$ cat src/rtl/led_blink_sched_if.sv
// Command channel of the LED scheduler: mode/half-period/count with valid/ready.
// The master drives the command fields and CMD_VALID; the slave answers with CMD_READY.
interface led_blink_sched_if #(
  parameter int CNT_W   = 24,
  parameter int BURST_W = 8
);
  logic               CMD_VALID;
  logic               CMD_READY;
  logic [1:0]         CMD_MODE;
  logic [CNT_W-1:0]   CMD_HALF;
  logic [BURST_W-1:0] CMD_COUNT;

  modport master (
    output CMD_VALID, CMD_MODE, CMD_HALF, CMD_COUNT,
    input  CMD_READY
  );

  modport slave (
    input  CMD_VALID, CMD_MODE, CMD_HALF, CMD_COUNT,
    output CMD_READY
  );
endinterface

$ cat src/rtl/led_blink_sched.sv
// LED scheduler: off / on / continuous blink / N-blink burst; new state visible 1 edge after accept.
// Backpressure: CMD_READY is low only while a burst runs; held commands are taken once it ends.
module led_blink_sched #(
  parameter int CNT_W   = 24,
  parameter int BURST_W = 8
) (
  input  logic                CLK,
  input  logic                RST,
  led_blink_sched_if.slave    cmd,
  output logic                LED,
  output logic                BUSY,
  output logic                DONE
);

  typedef enum logic [1:0] {S_OFF, S_ON, S_BLK_HI, S_BLK_LO} state_t;

  localparam logic [1:0] M_OFF   = 2'b00;
  localparam logic [1:0] M_ON    = 2'b01;
  localparam logic [1:0] M_BLINK = 2'b10;

  state_t             state_q, state_d;
  logic [CNT_W-1:0]   cnt_q, cnt_d;
  logic [CNT_W-1:0]   half_q, half_d;
  logic [BURST_W-1:0] rem_q, rem_d;
  logic               busy_q, busy_d;
  logic               done_q, done_d;
  logic               led_q, led_d;
  logic [CNT_W-1:0]   half_eff;
  logic               accept;

  // busy_q doubles as the burst-mode flag: continuous blink never sets it
  assign cmd.CMD_READY = ~busy_q;
  assign accept        = cmd.CMD_VALID & ~busy_q;

  always_comb begin
    state_d  = state_q;
    cnt_d    = cnt_q;
    half_d   = half_q;
    rem_d    = rem_q;
    busy_d   = busy_q;
    done_d   = 1'b0;
    half_eff = (cmd.CMD_HALF == '0) ? CNT_W'(1) : cmd.CMD_HALF;

    if (accept) begin
      half_d = half_eff;
      rem_d  = cmd.CMD_COUNT;
      cnt_d  = half_eff - CNT_W'(1);
      busy_d = 1'b0;
      case (cmd.CMD_MODE)
        M_OFF:   state_d = S_OFF;
        M_ON:    state_d = S_ON;
        M_BLINK: state_d = S_BLK_HI;
        default: begin
          if (cmd.CMD_COUNT == '0) begin
            state_d = S_OFF;
            done_d  = 1'b1;
          end else begin
            state_d = S_BLK_HI;
            busy_d  = 1'b1;
          end
        end
      endcase
    end else if (state_q == S_BLK_HI || state_q == S_BLK_LO) begin
      if (cnt_q == '0) begin
        cnt_d = half_q - CNT_W'(1);
        if (state_q == S_BLK_HI) begin
          state_d = S_BLK_LO;
        end else if (busy_q) begin
          // one blink = one HI+LO pair; the burst ends when the last LO expires
          if (rem_q == BURST_W'(1)) begin
            state_d = S_OFF;
            busy_d  = 1'b0;
            done_d  = 1'b1;
            rem_d   = '0;
          end else begin
            rem_d   = rem_q - BURST_W'(1);
            state_d = S_BLK_HI;
          end
        end else begin
          state_d = S_BLK_HI;
        end
      end else begin
        cnt_d = cnt_q - CNT_W'(1);
      end
    end
  end

  assign led_d = (state_d == S_ON) || (state_d == S_BLK_HI);

  always_ff @(posedge CLK or posedge RST) begin
    if (RST) begin
      state_q <= S_OFF;
      cnt_q   <= '0;
      half_q  <= '0;
      rem_q   <= '0;
      busy_q  <= 1'b0;
      done_q  <= 1'b0;
      led_q   <= 1'b0;
    end else begin
      state_q <= state_d;
      cnt_q   <= cnt_d;
      half_q  <= half_d;
      rem_q   <= rem_d;
      busy_q  <= busy_d;
      done_q  <= done_d;
      led_q   <= led_d;
    end
  end

  assign LED  = led_q;
  assign BUSY = busy_q;
  assign DONE = done_q;

endmodule
$ cat src/flat_wrapper.sv
// flat-port wrapper written by rule: the top's interface ports become plain ports
module led_blink_sched_flat 
#(
  parameter int CNT_W   = 24,
  parameter int BURST_W = 8
)
  (CLK, RST, LED, BUSY, DONE, cmd_CMD_VALID, cmd_CMD_MODE, cmd_CMD_HALF, cmd_CMD_COUNT, cmd_CMD_READY);
  led_blink_sched_if #(.CNT_W(CNT_W), .BURST_W(BURST_W)) cmd_i ();
  input  logic CLK;
  input  logic RST;
  output logic LED;
  output logic BUSY;
  output logic DONE;
  input wire logic [$bits(cmd_i.CMD_VALID)-1:0] cmd_CMD_VALID;
  input wire logic [$bits(cmd_i.CMD_MODE)-1:0] cmd_CMD_MODE;
  input wire logic [$bits(cmd_i.CMD_HALF)-1:0] cmd_CMD_HALF;
  input wire logic [$bits(cmd_i.CMD_COUNT)-1:0] cmd_CMD_COUNT;
  output wire logic [$bits(cmd_i.CMD_READY)-1:0] cmd_CMD_READY;
  assign cmd_i.CMD_VALID = cmd_CMD_VALID;
  assign cmd_i.CMD_MODE = cmd_CMD_MODE;
  assign cmd_i.CMD_HALF = cmd_CMD_HALF;
  assign cmd_i.CMD_COUNT = cmd_CMD_COUNT;
  assign cmd_CMD_READY = cmd_i.CMD_READY;
  led_blink_sched #(.CNT_W(CNT_W), .BURST_W(BURST_W)) u_core (.CLK(CLK), .RST(RST), .cmd(cmd_i), .LED(LED), .BUSY(BUSY), .DONE(DONE));
endmodule
$ cat config.mk
export PLATFORM = sky130hd
export DESIGN_NAME = led_blink_sched_flat
export DESIGN_NICKNAME = d
export VERILOG_FILES = /design/src/rtl/led_blink_sched_if.sv /design/src/rtl/led_blink_sched.sv /design/src/flat_wrapper.sv
export SDC_FILE = /design/constraint.sdc
export NUM_CORES = 1
export LEC_CHECK = 0
export ABC_AREA = 1
export BUFFER_PORTS_ARGS = -buffer_cell sky130_fd_sc_hd__buf_2
export CAP_MARGIN = 25
export CELL_PAD_IN_SITES_DETAIL_PLACEMENT = 1
export CELL_PAD_IN_SITES_GLOBAL_PLACEMENT = 1
export CORE_ASPECT_RATIO = 0.7
export CORE_MARGIN = 2
export CORE_UTILIZATION = 43
export CTS_CLUSTER_DIAMETER = 40
export DETAILED_ROUTE_END_ITERATION = 8
export PLACE_DENSITY_LB_ADDON = 0.05
export SETUP_SLACK_MARGIN = 0.15
export SYNTH_ARGS = -nofsm -noshare
export SYNTH_HDL_FRONTEND = slang
export SYNTH_SLANG_ARGS = --single-unit
$ cat constraint.sdc
create_clock -name CLK -period 2.55 [get_ports CLK]
set_input_delay 0 -clock CLK [delete_from_list [all_inputs] [get_ports CLK]]
set_output_delay 0 -clock CLK [all_outputs]
set_load 0.005 [all_outputs]
# [Word level (Yosys, flattened, before mapping)]
# Index checks and enable logic that the tools add are counted.
[totals] in_bits=37 elab_cells=67 ff_bits=61
[op_classes] add_sub_neg=4 muxes=34 reduce_logical=12 n_eq_ne=8 n_bitwise=2
[op_table] op="24-bit 2-to-1 mux" n=4
[op_table] op="24-bit by 1-bit subtractor with 24-bit output, second input constant" n=3
[op_table] op="24-bit zero test" n=2
[op_table] op="8-bit 2-to-1 mux" n=6
[op_table] op="1-bit 2-to-1 mux" n=16
[op_table] op="2-bit 2-to-1 mux" n=7
[op_table] op="2-bit == test, second input constant" n=4
[op_table] op="8-bit by 1-bit == test with 1-bit output, second input constant" n=1
[op_table] op="8-bit zero test" n=1
[op_table] op="8-bit by 1-bit subtractor with 8-bit output, second input constant" n=1
[op_table] op="2-bit case mux with 3 select lines" n=1
[op_table] op="2-bit nonzero test" n=3
[op_table] op="2-bit by 1-bit == test with 1-bit output, second input constant" n=2
[op_table] op="4-bit AND reduction" n=1
[op_table] op="3-bit AND reduction" n=1
[op_table] op="3-bit OR reduction" n=1
[op_table] op="2-bit zero test" n=1
[op_table] op="1-bit logical OR" n=2
[op_table] op="2-bit by 1-bit inequality test with 1-bit output, second input constant" n=1
[op_table] op="1-bit AND" n=1
[op_table] op="1-bit inverter" n=1

# [Longest topological paths before layout]
# Gate-level depths: netlist of the first run.
[depth] depth_word=9 ltp_mapped=17

# [Worst setup path before layout of the first run]
# OpenSTA, ideal clock, no wires.
[synth_path] kind="register to register" startpoint="register u_core.cnt_q[12]" endpoint="register u_core.cnt_q[20]" t_arrival_ns=1.951 required_ns=2.434 n_path_buf=1 stages_incl_launch_ff=17 slack_ns=0.483 period_less_slack_ns=2.067 path_cell_list="dfrtp_1 nor2_2 nand2_2 nor2_4 nand3_4 buf_2 nor2_1 o21ai_0 nand2_1 inv_2 ha_1 nand2_2 inv_1 nand4_1 nand2_1 nand2_1 nand2_1"
[synth_between] elab_chain_len=4 elab_cells_between_ends=5 classes_between="add/sub (1); mux (3); reduce/logical (1)"
[synth_lines] item="start, declared" line_no="led_blink_sched.sv:22" text="logic [CNT_W-1:0] cnt_q, cnt_d;"
[synth_lines] item="start signal, assigned" line_no="led_blink_sched.sv:101" text="cnt_q <= cnt_d;"
[synth_lines] item="24-bit by 1-bit subtractor with 24-bit output / 24-bit zero test (equally long branches)" line_no="led_blink_sched.sv:83, led_blink_sched.sv:64"
[synth_lines] item="24-bit 2-to-1 mux (*)" line_no="led_blink_sched.sv:64" text="if (cnt_q == '0) begin"
[synth_lines] item="24-bit 2-to-1 mux (*)" line_no="led_blink_sched.sv:63" text="end else if (state_q == S_BLK_HI || state_q == S_BLK_LO) begin"
[synth_lines] item="24-bit 2-to-1 mux (*)" line_no="led_blink_sched.sv:44" text="if (accept) begin"
# Every way passes the cells marked *; elsewhere a longest branch is shown, timed or not. The select of a mux whose other input is x is not followed.
# A chain may end at the register's enable or synchronous reset.

# [Worst setup path after layout of the first run]
[layout_path] startpoint="register u_core.cnt_q[1]" endpoint="register u_core.cnt_q[15]"
# Same word-level chain as after synthesis.

==> run summary, run 1 <==
run status -> complete, no violations
proportion of layout cells with a drive suffix above 1 -> 0.2493
proportion of power drawn by combinational gates -> 0.163
wire length of the first global-routing pass -> 23.52 mm
top cell type's share of synthesized area -> 0.3646
Post-DRT Antenna Nets -> 0
pre-CTS setup slack -> 0.01766 ns
GR Layer Usage met2 -> 0.4388
Core ar. -> 0.009572 mm²
share of power burned in registers -> 0.389
relative contribution of the clock network to total power -> 0.448
clock transition at the registers of the reported paths -> 0.06 ns
Least-Margin Pin Slew -> 0.9693 ns
power per standard cell area -> 499.8 mW/mm²
half-perimeter wire length after placement -> 10.45 mm
setup slack after layout -> 0.1256 ns
wire length reported by the detailed router -> 15.34 mm
MaxCap Viol Count -> 0
Post-Syn Nets -> 640
effective utilization at floorplan -> 0.4374
DRC violations left -> 0
number of cell rows -> 30
Switching Share -> 0.2777
leading cell type by number of instances after synthesis -> sky130_fd_sc_hd__nand2_1
worst min path class -> primary input to flip-flop
cell taking the most area after synthesis -> sky130_fd_sc_hd__dfrtp_1
Hold WS -> 0.01261 ns
Routed WL per cell -> 18.57 µm
gate count of the mapped netlist -> 600
RSZ-0062 raised after global routing -> true
global-route track usage on met3 -> 0.05789
share of synthesized registers carrying an async set or reset -> 1.000
Post-synth EDFFs -> 0
antenna diode count -> 0
library cell contributing the largest single delay on the critical path -> sky130_fd_sc_hd__dfrtp_1
Yosys warning total -> 0
number of flip-flops and latches in the synthesized netlist -> 61
Max Clk Rate -> 412.5 MHz
commonest cells in the synthesized netlist -> sky130_fd_sc_hd__nand2_1 (151), sky130_fd_sc_hd__inv_1 (89), sky130_fd_sc_hd__nor2_1 (69), sky130_fd_sc_hd__dfrtp_1 (61), sky130_fd_sc_hd__nand3_1 (41)
weighted congestion at the end of routability-driven global placement -> 0.8819
final cycle utilization of the critical path -> 0.9508
register area share after synthesis -> 0.3646
Most used DFF post-synth -> sky130_fd_sc_hd__dfrtp_1
power after layout -> 2.731 mW
die height -> 86.56 µm
total buffers and inverters traversed by the critical path -> 2
worst-path cell chain -> nor2_1 -> nand2_1 -> nor2_4 -> buf_4 -> nand3_4 -> buf_12 -> nand2_1 -> nand3_1 -> nand2_2 -> nor2_4 -> nand2_2 -> nor2_2 -> nand2_1 -> nand2_1 -> nand3_1 -> o21ai_1
mean instance size in the synthesized netlist -> 6.978 µm²
Worst Setup Start Kind -> flip-flop
max-slew violation count -> 0
Layout fillers -> 1,228
TritonCTS clock tree -> built
antenna violations before repair -> 0
top fanout value on the critical path -> 9
internal cell power -> 1.973 mW
kind of cell adding the most delay to the critical path -> simple AND/OR/NAND/NOR gates
worst-case clock skew -> 0.01010 ns
number of top-level pins -> 41
insertion delay of the later-clocked pin in the worst-skew pair -> 0.34 ns
LEAKAGE -> 2.701 nW
P&R area growth vs syn -> 30.54%
Die W -> 121.9 µm
final total negative setup slack -> 0 ns
all-layer global routing usage -> 0.2923
largest cells by area after synthesis -> sky130_fd_sc_hd__dfrtp_1 (36%), sky130_fd_sc_hd__nand2_1 (14%), sky130_fd_sc_hd__inv_1 (8.0%)
number of hold violations in the final report -> 0
total standard cell area after synthesis -> 0.004187 mm²
clock tree root driver cell -> sky130_fd_sc_hd__clkbuf_16
drt via density -> 5.431
Finished Layout Cells -> 826
required time of the critical path -> 2.72 ns
iteration-0 DRC count of the detailed router -> 317
area enclosed by the die boundary -> 0.01055 mm²
worst slew slack as a fraction of its limit -> 0.3531
setup violation total in the final timing report -> 0
Port-buffer cells -> 40
kind of critical path -> flip-flop to flip-flop
placed cell count -> 759
number of H-tree branching levels -> 3
data arrival time at the worst-slack endpoint -> 2.60 ns
vias in the first global route -> 4,536
routed via count -> 4,486
GRT Residual Overflow -> 0
sw power -> 0.7585 mW
count of unique library cells instantiated by Yosys -> 35
number of nets in the layout -> 733
clock tree buffer depth -> 2
shortest period the worst path allows -> 2.424 ns
most frequent CP cell -> sky130_fd_sc_hd__nand2_1
number of iterations in the first detailed-routing pass -> 4
longest individual stage delay on the worst path -> 0.41 ns
clock buffers created by TritonCTS -> 9
pin count of the biggest net entering global routing -> 30
Clock Sink Count -> 61
global-route met1 utilization -> 0.4304
Peak VDD IR -> 0.0002457 V
gr busiest metal -> met2
Crit. End Element -> flip-flop
-- what timing repair did --
item | CTS | global route
endpoints found under the hold margin | 54 | 0
pin swaps | 4 | 12
gates resized for setup | 3 | 41
setup buffers | 6 | 14
cloned | 0 | 2
endpoints found under the setup margin | 13 | 22
hold buffers | 29 | 0
-- power groups by stage --
stage	logic, mW	registers, mW	clock network (mW)
after detailed placement	0.353	1.07	0
after global routing	0.492	1.07	1.28
after CTS	0.397	1.06	1.25
after global placement	0.342	1.07	0
final	0.446	1.06	1.22
after floorplan	0.238	1.06	0
-- worst register-to-register path, cell delays in order (launching register included) --
cell and delay (ns):
sky130_fd_sc_hd__dfrtp_1 0.41, sky130_fd_sc_hd__nor2_1 0.14, sky130_fd_sc_hd__nand2_1 0.10, sky130_fd_sc_hd__nor2_4 0.22, sky130_fd_sc_hd__buf_4 0.18, sky130_fd_sc_hd__nand3_4 0.13
sky130_fd_sc_hd__buf_12 0.18, sky130_fd_sc_hd__nand2_1 0.07, sky130_fd_sc_hd__nand3_1 0.10, sky130_fd_sc_hd__nand2_2 0.17, sky130_fd_sc_hd__nor2_4 0.07, sky130_fd_sc_hd__nand2_2 0.11
sky130_fd_sc_hd__nor2_2 0.07, sky130_fd_sc_hd__nand2_1 0.06, sky130_fd_sc_hd__nand2_1 0.06, sky130_fd_sc_hd__nand3_1 0.09, sky130_fd_sc_hd__o21ai_1 0.11
-- metrics by stage --
stage / area [µm²] / utilization
after global placement: 4522 / 0.4724
after CTS: 5186 / 0.5418
final: 5465 / 0.5710
after global routing: 5465 / 0.5710
after floorplan: 4187 / -
after detailed placement: 4522 / 0.4724
-- layout by cell type, fill, tap and decap left out, types with 2 or more instances in the layout --
cell / synthesis / layout
sky130_fd_sc_hd__a21oi_1: 8 / 8
sky130_fd_sc_hd__nand2_1: 151 / 139
sky130_fd_sc_hd__clkinv_2: 0 / 4
sky130_fd_sc_hd__nor3_1: 4 / 4
sky130_fd_sc_hd__buf_12: 0 / 4
sky130_fd_sc_hd__nor2_1: 69 / 56
sky130_fd_sc_hd__a22oi_1: 5 / 5
sky130_fd_sc_hd__nor2_4: 15 / 18
sky130_fd_sc_hd__nor2_2: 7 / 17
sky130_fd_sc_hd__buf_2: 8 / 40
sky130_fd_sc_hd__o21ai_1: 8 / 8
sky130_fd_sc_hd__nand2_2: 11 / 21
sky130_fd_sc_hd__xor2_1: 2 / 2
sky130_fd_sc_hd__nand3_2: 4 / 6
sky130_fd_sc_hd__o21ai_0: 38 / 37
sky130_fd_sc_hd__buf_4: 4 / 28
sky130_fd_sc_hd__ha_1: 3 / 2
sky130_fd_sc_hd__nand3_1: 41 / 40
sky130_fd_sc_hd__o211ai_1: 4 / 4
sky130_fd_sc_hd__inv_2: 5 / 6
sky130_fd_sc_hd__nand2_4: 6 / 7
sky130_fd_sc_hd__dlygate4sd3_1: 0 / 29
sky130_fd_sc_hd__clkbuf_16: 0 / 10
sky130_fd_sc_hd__nand4_1: 32 / 32
sky130_fd_sc_hd__dfrtp_1: 61 / 61
sky130_fd_sc_hd__a31oi_1: 3 / 3
sky130_fd_sc_hd__xnor2_1: 2 / 2
sky130_fd_sc_hd__o31ai_1: 2 / 2
sky130_fd_sc_hd__inv_1: 89 / 87
-- worst paths after layout --
check	from	end	slack (ns)	depth (start not counted)
max	u_core.cnt_q[1]$_DFFE_PP0N_	u_core.cnt_q[15]$_DFFE_PP0N_	0.13	16
min	cmd_CMD_HALF[8]	u_core.half_q[8]$_DFFE_PP0P_	0.01	3
max reg2reg	u_core.cnt_q[1]$_DFFE_PP0N_	u_core.cnt_q[15]$_DFFE_PP0N_	0.13	16
min reg2reg	u_core.cnt_q[19]$_DFFE_PP0N_	u_core.cnt_q[19]$_DFFE_PP0N_	0.51	2
max in group asynchronous	RST	u_core.half_q[18]$_DFFE_PP0P_	1.53	4
min in group asynchronous	RST	u_core.half_q[4]$_DFFE_PP0P_	0.27	3
-- layout make-up --
cell class | instances | area [µm²] | area share
flip-flops and latches | 61 | 1526 | 0.2793
repair buffers | 103 | 817.0 | 0.1495
clock inverters | 5 | 50.05 | 0.009158
multi-input cells | 424 | 2312 | 0.4231
clock buffers | 11 | 242.7 | 0.04441
well taps | 128 | 160.2 | 0.02930
inverters | 94 | 356.6 | 0.06525
-- state kept, by name, indices dropped and copies added (netlist names) --
signal	cells
u_core.rem_q	8
u_core.LED	1
u_core.half_q	24
u_core.BUSY	1
u_core.state_q	2
u_core.cnt_q	24
u_core.DONE	1
-- kinds of logic after synthesis --
kind of cell    share of synthesized area
xor+xnor                         0.008370
fa+ha+maj                        0.008967
simple gates                       0.4044
flops                              0.3646
buf+inv                            0.1136
compound gates                     0.1001
-- per-layer routing --
layer / vias up / part of all wire
met1: 2197 / 0.48
met2: 149 / 0.45
met5: - / 0
met4: 0 / 0.017
met3: 30 / 0.057
li1: 2110 / -
(Power assumes the default switching activity.)
==> inputs of run 2 (changes only) <==
- CORE_MARGIN: 2 -> 3
==> run 2 against run 1 <==
Sequential cell count stayed put. Core utilization is 1.2 points higher. Wire length is 0.15% lower. Via count is 0.16% lower. Count of clock-buffer cells in the layout is 1 higher. Critical endpoint is now u_core.cnt_q[16]$_DFFE_PP0N_. Highest routed layer unchanged.
==> run summary, run 2 (same netlist as run 1, synthesis figures left out) <==
number of cells traversed by the worst hold path -> 3 (unchanged)
final std cell area, no fill -> 0.005391 mm² (-1.4%)
shortest period the worst path allows -> 2.453 ns (+0.02855 ns)
pin count of the biggest net entering global routing -> 62 (+110%)
setup slack on the worst flop-to-flop path -> 0.1 ns (-0.03 ns)
Die W -> 123.9 µm (+1.6%)
required time of the critical path -> 2.74 ns (+0.02 ns)
commonest cells after routing, fill and taps aside -> sky130_fd_sc_hd__nand2_1 (142), sky130_fd_sc_hd__inv_1 (86), sky130_fd_sc_hd__dfrtp_1 (61)
Clock Sink Count -> 61 (unchanged)
global-route met1 utilization -> 0.3896 (-0.04076)
number of nets in the layout -> 727 (-0.82%)
routed via count -> 4,479 (-0.16%)
global-route track usage on met3 -> 0.05559 (-0.002304)
GR Layer Usage met2 -> 0.4129 (-0.02585)
wire length reported by the detailed router -> 15.31 mm (-0.15%)
core utilization of the finished layout -> 0.5827 (+0.01171)
clock transition at the registers of the reported paths -> 0.06 ns (about the same)
Switching Share -> 0.2800 (+0.002246)
clock tree root driver cell -> sky130_fd_sc_hd__clkbuf_16
data arrival time at the worst-slack endpoint -> 2.64 ns (+0.04 ns)
largest registers -> u_core.cnt_q (24), u_core.half_q (24), u_core.rem_q (8)
Worst Setup Start Kind -> flip-flop
RSZ-0062 raised after global routing -> true
Least-Margin Pin Slew -> 0.9688 ns (-0.0004579 ns)
Core ar. -> 0.009253 mm² (-3.3%)
weighted congestion at the end of routability-driven global placement -> 0.8668 (-1.7%)
number of H-tree branching levels -> 3 (unchanged)
proportion of layout cells with a drive suffix above 1 -> 0.2370 (-0.01229)
relative contribution of the clock network to total power -> 0.450 (+0.002)
power per standard cell area -> 508.5 mW/mm² (+1.7%)
setup violation total in the final timing report -> 0 (unchanged)
number of top-level pins -> 41 (unchanged)
LEAKAGE -> 2.674 nW (-1.0%)
internal cell power -> 1.974 mW (about the same)
top fanout value on the critical path -> 6 (-3)
kind of critical path -> flip-flop to flip-flop
iteration-0 DRC count of the detailed router -> 365 (+15%)
die height -> 88.56 µm (+2.3%)
FF-to-FF path depth -> 16 (unchanged)
proportion of power drawn by combinational gates -> 0.163 (about the same)
Placement Cell Area -> 0.004532 mm² (+0.22%)
all-layer global routing usage -> 0.2680 (-0.02432)
MaxCap Viol Count -> 0 (unchanged)
half-perimeter wire length after placement -> 10.02 mm (-4.1%)
worst-case clock skew -> 0.007150 ns (-0.002945 ns)
worst min path class -> primary input to flip-flop
Port-buffer cells -> 40 (unchanged)
vias in the first global route -> 4,414 (-2.7%)
drt via density -> 5.489 (+1.1%)
Layout fillers -> 1,185 (-3.5%)
max-slew violation count -> 0 (unchanged)
antenna diode count -> 0 (unchanged)
gr busiest metal -> met2
insertion delay of the later-clocked pin in the worst-skew pair -> 0.34 ns (about the same)
number of iterations in the first detailed-routing pass -> 5 (+1)
antenna violations before repair -> 0 (unchanged)
TritonCTS clock tree -> built
GRT Residual Overflow -> 0 (unchanged)
effective utilization at floorplan -> 0.4525 (+0.01508)
clock buffers created by TritonCTS -> 9 (unchanged)
clock tree buffer depth -> 2 (unchanged)
wire length of the first global-routing pass -> 22.51 mm (-4.3%)
Peak VDD IR -> 0.0003726 V (+52%)
DRC violations left -> 0 (unchanged)
share of power burned in registers -> 0.387 (-0.002)
P&R area growth vs syn -> 28.78%
run status -> complete, no violations
Routed WL per cell -> 18.77 µm (+1.1%)
Crit. End Element -> flip-flop
commonest non-fill, non-tap cell in the layout -> sky130_fd_sc_hd__nand2_1
number of cell rows -> 29 (-3.3%)
Max Clk Rate -> 407.7 MHz (-1.2%)
Post-DRT Antenna Nets -> 0 (unchanged)
worst slew slack as a fraction of its limit -> 0.3534 (about the same)
number of hold violations in the final report -> 0 (unchanged)
final cycle utilization of the critical path -> 0.9620 (+0.01120)
sw power -> 0.7675 mW (+1.2%)
area enclosed by the die boundary -> 0.01098 mm² (+4.0%)
[run 2: cell count changes in the layout (fill, tap and decap cells not counted), sizes merged]
cell | before | now
clkbuf | 12 | 13
dlygate4sd3 | 29 | 30
buf | 73 | 66
nor2 | 91 | 92
nand3 | 47 | 46
clkinv | 4 | 2
clkinvlp | 1 | 2
[run 2: path summary, 6_finish.rpt]
path | from | endpoint
min in group asynchronous | RST | u_core.half_q[0]$_DFFE_PP0P_
setup / recovery | u_core.cnt_q[18]$_DFFE_PP0N_ | u_core.cnt_q[16]$_DFFE_PP0N_
hold reg to reg | u_core.cnt_q[17]$_DFFE_PP0N_ | u_core.cnt_q[17]$_DFFE_PP0N_
setup reg to reg | u_core.cnt_q[18]$_DFFE_PP0N_ | u_core.cnt_q[16]$_DFFE_PP0N_
max in group asynchronous | RST | u_core.cnt_q[7]$_DFFE_PP0N_
hold / removal | cmd_CMD_MODE[1] | u_core.BUSY$_DFFE_PP0P_
[run 2: worst max-delay path: stages (launching register included)]
cell and delay [ns]:
sky130_fd_sc_hd__dfrtp_1 0.40, sky130_fd_sc_hd__nor2_2 0.17, sky130_fd_sc_hd__nand2_2 0.08, sky130_fd_sc_hd__nor2_4 0.28, sky130_fd_sc_hd__buf_8 0.16, sky130_fd_sc_hd__buf_6 0.09
sky130_fd_sc_hd__nand4_1 0.10, sky130_fd_sc_hd__nand3_2 0.11, sky130_fd_sc_hd__nand2_4 0.10, sky130_fd_sc_hd__nor2_4 0.18, sky130_fd_sc_hd__nand2_4 0.10, sky130_fd_sc_hd__nor2_4 0.17
sky130_fd_sc_hd__nand2_1 0.08, sky130_fd_sc_hd__nand2_1 0.06, sky130_fd_sc_hd__nand2_1 0.06, sky130_fd_sc_hd__nand2_1 0.05, sky130_fd_sc_hd__o21ai_1 0.08
[run 2: power by group through the flow]
| stage | Clock (mW) | Sequential (mW) | Combinational [mW] |
|---|---|---|---|
| 2_1_floorplan | 0 | 1.06 | 0.238 |
| 5_1_grt | 1.29 | 1.07 | 0.491 |
| 4_1_cts | 1.25 | 1.06 | 0.394 |
| 3_5_place_dp | 0 | 1.07 | 0.352 |
| 3_3_place_gp | 0 | 1.07 | 0.340 |
| 6_report | 1.23 | 1.06 | 0.447 |
[run 2: timing repair]
action,4_1_cts,5_1_grt
cloned,0,3
pin swaps,1,16
gates resized for setup,3,42
endpoints found under the setup margin,5,20
hold endpoints to repair,92,0
hold buffers,30,0
buffers inserted,1,9
[run 2: per-stage QoR]
stage | power [mW] | instances | setup TNS (ns) | setup slack, ns | hold WS (ns)
floorplan | 1.301 | 600 | 0 | 0.4830 | 0.1168
global placement | 1.410 | 757 | 0 | 0.2138 | 0.2269
detailed placement | 1.424 | 757 | 0 | 0.07864 | 0.2404
CTS | 2.701 | 804 | 0 | 0.1553 | 0.01173
global route | 2.849 | 816 | -0.05096 | -0.02082 | 0.02923
finish | 2.741 | 816 | 0 | 0.09702 | 0.01234
[run 2: routing by layer]
layer | vias up | routed length [µm] | part of all wire
met4 | 0 | 234 | 0.015
met5 | - | 0 | 0
li1 | 2098 | - | -
met1 | 2225 | 7145 | 0.47
met2 | 134 | 7076 | 0.46
met3 | 22 | 857 | 0.056
[run 2: layout make-up]
type | instances | area, µm² | share of cell area
multi-input combinational | 424 | 2308 | 0.4282
clock buffer | 12 | 246.5 | 0.04572
inverter | 94 | 356.6 | 0.06614
timing repair buffer | 97 | 750.7 | 0.1392
clock inverter | 4 | 47.55 | 0.008819
sequential | 61 | 1526 | 0.2831
tap | 124 | 155.1 | 0.02878
